## src/rtl/mul16_seq.sv

```systemverilog
// -----------------------------------------------------------------------------
// mul16_seq -- 16x16 unsigned sequential multiplier (radix-2 shift-add)
//
// One multiply takes 16 RUN cycles followed by a single DONE cycle. The
// partial product lives in a 32-bit accumulator. The multiplier occupies the
// lower half and is shifted out one bit per cycle. The running sum occupies
// the upper half and is extended by a 16-bit adder whose carry-out is kept.
//
// Ports
//   clk      in   1   rising-edge clock
//   reset    in   1   synchronous, active-high reset
//   start    in   1   begin a multiply (only looked at in IDLE)
//   a        in  16   unsigned multiplicand, captured on the accepting edge
//   b        in  16   unsigned multiplier,   captured on the accepting edge
//   busy     out  1   high while in RUN
//   done     out  1   one-cycle pulse in DONE; product valid from this cycle
//   product  out 32   registered a*b, held until the next completion
// -----------------------------------------------------------------------------
module mul16_seq (
    input  logic        clk,
    input  logic        reset,
    input  logic        start,
    input  logic [15:0] a,
    input  logic [15:0] b,
    output logic        busy,
    output logic        done,
    output logic [31:0] product
);

    typedef enum logic [1:0] {
        IDLE = 2'd0,
        RUN  = 2'd1,
        DONE = 2'd2
    } state_t;

    state_t      state;
    state_t      state_next;

    logic [31:0] acc;
    logic [15:0] mcand;
    logic [3:0]  cnt;

    logic [16:0] add_sum;
    logic [16:0] upper_next;
    logic [31:0] acc_next;

    // One shift-add step. The 17-bit upper value keeps the adder's carry-out
    // so the product is exact, e.g. 0xFFFF*0xFFFF = 0xFFFE0001.
    assign add_sum    = {1'b0, acc[31:16]} + {1'b0, mcand};
    assign upper_next = acc[0] ? add_sum : {1'b0, acc[31:16]};
    assign acc_next   = {upper_next, acc[15:1]};

    // State register.
    // NOTE: clocked state uses non-blocking (<=) assignments so that every
    // register samples the values from before the edge, independent of the
    // order in which the always_ff blocks run.
    always_ff @(posedge clk) begin
        if (reset) begin
            state <= IDLE;
        end else begin
            state <= state_next;
        end
    end

    // Next-state logic.
    // NOTE: state_next gets a default before the case statement. Otherwise
    // any path that does not assign it would infer a latch.
    always_comb begin
        state_next = state;
        case (state)
            IDLE:    if (start) state_next = RUN;
            RUN:     if (cnt == 4'd15) state_next = DONE;
            DONE:    state_next = IDLE;
            default: state_next = IDLE;
        endcase
    end

    // Datapath. product is written only on the RUN->DONE edge, so a
    // partial sum never appears on it.
    always_ff @(posedge clk) begin
        if (reset) begin
            acc     <= 32'h0;
            mcand   <= 16'h0;
            cnt     <= 4'h0;
            product <= 32'h0;
        end else begin
            case (state)
                IDLE: begin
                    if (start) begin
                        mcand <= a;
                        acc   <= {16'h0, b};
                        cnt   <= 4'h0;
                    end
                end
                RUN: begin
                    acc <= acc_next;
                    cnt <= cnt + 4'd1;
                    if (cnt == 4'd15) begin
                        product <= acc_next;
                    end
                end
                default: ;
            endcase
        end
    end

    assign busy = (state == RUN);
    assign done = (state == DONE);

endmodule
```

## config.mk

```make
export PLATFORM = sky130hd
export DESIGN_NAME = mul16_seq
export DESIGN_NICKNAME = d
export VERILOG_FILES = /design/src/rtl/mul16_seq.sv
export SDC_FILE = /design/constraint.sdc
export NUM_CORES = 1
export LEC_CHECK = 0
export CAP_MARGIN = 40
export CORE_ASPECT_RATIO = 1.4
export CORE_UTILIZATION = 40
export DETAILED_ROUTE_END_ITERATION = 6
export PLACE_DENSITY = 0.63
export REMOVE_ABC_BUFFERS = 1
export SLEW_MARGIN = 5
export SYNTH_ARGS = -nofsm -noshare
export SYNTH_HDL_FRONTEND = slang
export SYNTH_SLANG_ARGS = --single-unit
```

## constraint.sdc

```tcl
create_clock -name clk -period 4.02 [get_ports clk]
set_input_delay 1.005 -clock clk [delete_from_list [all_inputs] [get_ports clk]]
set_output_delay 1.005 -clock clk [all_outputs]
set_load 0.02 [all_outputs]
```

## Word level (Yosys, flattened, before mapping)

Cells that the tools add are included.

- Add/sub/neg operators: 2
- Multiply operators: 0
- Divide/modulo/power cells: 0
- Order comparisons: 0
- Equal/unequal tests: 5
- Shifts and indexed selects: 0
- Multiplexer cells: 8
- Bitwise logic cells: 0
- Reduce and logical (&&, ||, !) cells: 6

Operators with widths:

| operator | count |
|---|---|
| 32-bit case mux with 2 select lines | 1 |
| 32-bit two-way mux | 1 |
| 16-bit by 16-bit adder with 17-bit output | 1 |
| 17-bit two-way mux | 1 |
| 4-bit case mux with 2 select lines | 1 |
| 2-bit AND reduction | 4 |
| 4-bit by 1-bit adder with 4-bit output, second input constant | 1 |
| 4-bit equality test, second input constant | 1 |
| 2-bit two-way mux | 2 |
| 4-bit two-way mux | 1 |
| 2-bit case mux with 2 select lines | 1 |
| 2-bit by 1-bit equality test with 1-bit output, second input constant | 1 |
| 2-bit equality test, second input constant | 1 |
| 2-bit zero test | 1 |
| 2-bit by 1-bit != test with 1-bit output, second input constant | 1 |
| 2-bit != test, second input constant | 1 |
| 2-bit nonzero test | 1 |

- Register bits: 86
- Latch bits: 0
- Bits in writable memories: 0
- Memory bits (read-only): 0
- Bits of input ports: 35
- Output and inout port bits: 34
- Logic and storage cells: 26
- Memories: 0

## Longest topological paths before layout

- Depth in word-level cells: 3
- Gate-level depth with buffers: 8

## Least setup slack after synthesis

No wires, ideal clock.

- Path type: reg-to-output
- Start: register state[1]
- End: output busy
- Data arrival time: 1087 ps
- Required time: 3015 ps
- Setup slack: 1928 ps
- Stages on the path, launching flop included: 5
- Cells stage by stage: dfxtp_1 nand2b_1 buf_2 inv_2 buf_1

- Longest elaborated chain between the ends: 1

RTL lines:

| element | line | RTL |
|---|---|---|
| from (decl) | 36 | `state_t state;` |
| from (signal assigned) | 61 | `state <= state_next;` |
| 2-bit by 1-bit equality test with 1-bit output | 107 | `assign busy = (state == RUN);` |
| to (decl) | 25 | `output logic busy,` |

Every way passes these cells.

## Worst setup path after layout

Same ends and word-level chain as after synthesis.

==> metrics <==
part of the cycle the worst path needs 70.9%; Slew Viols, Final 0; post-synthesis sequential area ratio 41.2%; fin nets 633; DR WL/cell 14.7 um; status complete, no violations; Top Ports 69; P_int 0.00154 W; Pre-antenna DRT Iters 5; Synth cell types 54; Max Freq 351 MHz; Post-Layout Cell Count 720; vias in the first global route 3797; dpl cells 704; CTS tree done; first-pass GRT wire length 17.8 mm; combinational share of power 10.6%; main area contributors after synthesis dfxtp_1 (41%), a21oi_1 (9.3%), nand2_1 (9.3%); Placer Congestion 0.885; Mapped Area 0.00418 sq mm; drt initial violations 179; crit path cell chain nand2b_1, inv_2, clkdlybuf4s50_1; Post-synth EDFFs 0; Clock Tree Root clkbuf_16; DRC 0; layout cell share with drive strength beyond 1 7.52%; TritonCTS Buffers 9; crit path DAT 1850 ps; Ys Warns 0; Fin Setup TNS 0 ps; hpwl dp 7.23 mm; Placeable Area 0.0101 sq mm; Slew headroom 41.4%; worst hold path type reg -> reg; Peak supply drop 0.218 mV; Max Cap Viol 0; RSZ-0062 raised after global routing no; Worst-path clk slew 60 ps; site row count 43; P_sw 0.000503 W; Top FF cell, synth dfxtp_1; Die W 88.4 um; Synth top area share 41.2%; clock network fraction of design power 45.2%; H-tree Lvls 3; antenna viol nets, final 0; post-cts sizing count 0; area grow syn2layout 27.2%; Flop pwr share 44.2%; Seq cells post-synth 86; die footprint 0.0109 sq mm; Clock Tree Buf Depth 2; Commonest cells post-synth nand2_1 (104), dfxtp_1 (86), a21oi_1 (78); worst-case clock skew 6.71 ps; power per cell area 384 mW/mm^2; Post-CTS Hold Buffers 0; Diodes inserted 0; dominant cell by count in the synthesized netlist nand2_1; Post-CTS Setup Bufs 0; worst-margin pin slew 875 ps; routed via count 3899; critical path's slowest cell clkdlybuf4s50_1; critical setup path kind reg -> out; Buf/Inv on CP 2; dominant cell type by area after synthesis dfxtp_1; Post-Syn Instances 526; Initial Utilization 41.6%; Leak Pwr 1.88 nW; GRT Overall Usage 21.0%; CTS Sinks 86; CP top delay family buffers and inverters; Async SR Flop Fraction 0%; Crit path required time 3010 ps; initial antenna violation count 0; Avg Cell Area, Syn 7.95 sq um; Worst path max stage delay 610 ps; port bufs 68; vias per inst 5.42; peak fanout along the critical path 14; sw frac 24.6%; Final Util 52.9%; Fin. Hold Viols 0; Die H 123 um; Setup crit start kind register; grt total ovfl 0; Crit. End Element output port; Clock Latency Late Sink 340 ps; Routed WL 10.6 mm; endpoints failing setup 0; pin count of the biggest net entering global routing 42; Period minus WS final 2850 ps
## routing by layer
layer	up-vias	routed length (um)	track usage [%]
li1	1966	-	-
met1	1829	4510	24.7
met2	88	5380	36.3
met3	16	435	4.67
met4	0	255	9.07
met5	-	0	0
## cells by family after synthesis
family                   Yosys count  share of synthesized area [%]
AO/OA/AOI/OAI                    154                           23.1
XOR/XNOR                           9                           1.88
adder cells (fa/ha/maj)           18                           5.56
buffers and inverters             39                           3.65
flip-flops                        86                           41.2
multiplexers                       8                           2.00
AND/OR/NAND/NOR                  212                           22.6
## final timing paths
| path | to | cells after the start | startpoint | slack, ps |
|---|---|---|---|---|
| worst max-delay path | busy | 3 | state[1] | 1170 |
| worst min-delay path | product[2] | 2 | product[2] | 460 |
| worst max register to register | acc[10] | 7 | state[1] | 1560 |
| worst min register to register | product[2] | 2 | product[2] | 460 |
## layout by cell type (no fill, tap or decap), types with 4 or more instances in the layout
cell type        Yosys  layout
dfxtp_1             86      86
nor2_1              43      43
o22ai_1              5       5
nor2b_1              6       6
nand2_1            104     104
a21oi_1             78      78
ha_1                17      17
mux2i_1              5       5
nor3_1              12      12
a22oi_1             16      16
clkbuf_16            0       9
a31oi_1              7       7
o21ai_0             12      12
xnor2_1              9       9
nand3_1             19      19
or2_2                4       4
nand2b_1             6       6
nand4b_1             4       4
clkdlybuf4s50_1      0      67
buf_4                0       9
a211oi_1            10      10
## worst reg2reg max path, delay by kind of cell (launching register included)
family	cells	cell delay [ps]
flip-flops	1	330
AO/OA/AOI/OAI	1	140
buffers and inverters	3	630
AND/OR/NAND/NOR	3	1300
## cell type report
class                   instances  area [sq um]
inverters                       3          11.3
well taps                     135           169
flip-flops and latches         86          1720
fillers                       999          4740
multi-input cells             401          2310
repair buffers                 79           778
clock inverters                 6          91.3
clock buffers                  10           239
## state kept, by name, summed over array words and instances, names as in the netlist
name / cells
acc: 32
product: 32
mcand: 16
cnt: 4
state: 2
## power by group through the flow
stage	Sequential [W]	Clock (W)	Combinational, W
2_1_floorplan	0.000917	0	0.000120
6_report	0.000903	0.000923	0.000217
3_5_place_dp	0.000922	0	0.000218
5_1_grt	0.000906	0.000974	0.000244
3_3_place_gp	0.000921	0	0.000214
4_1_cts	0.000903	0.000938	0.000218
## stage by stage
stage               setup slack, ps  hold WS, ps  power (W)  cell area [sq um]
finish                         1170          456    0.00204               5320
global route                   1060          473    0.00212               5320
CTS                            1140          459    0.00206               5320
detailed placement             1210          448    0.00114               4990
global placement               1250          444    0.00114               4970
floorplan                      1540          434    0.00104               4040
No activity file was read; power rests on OpenSTA's default activity.
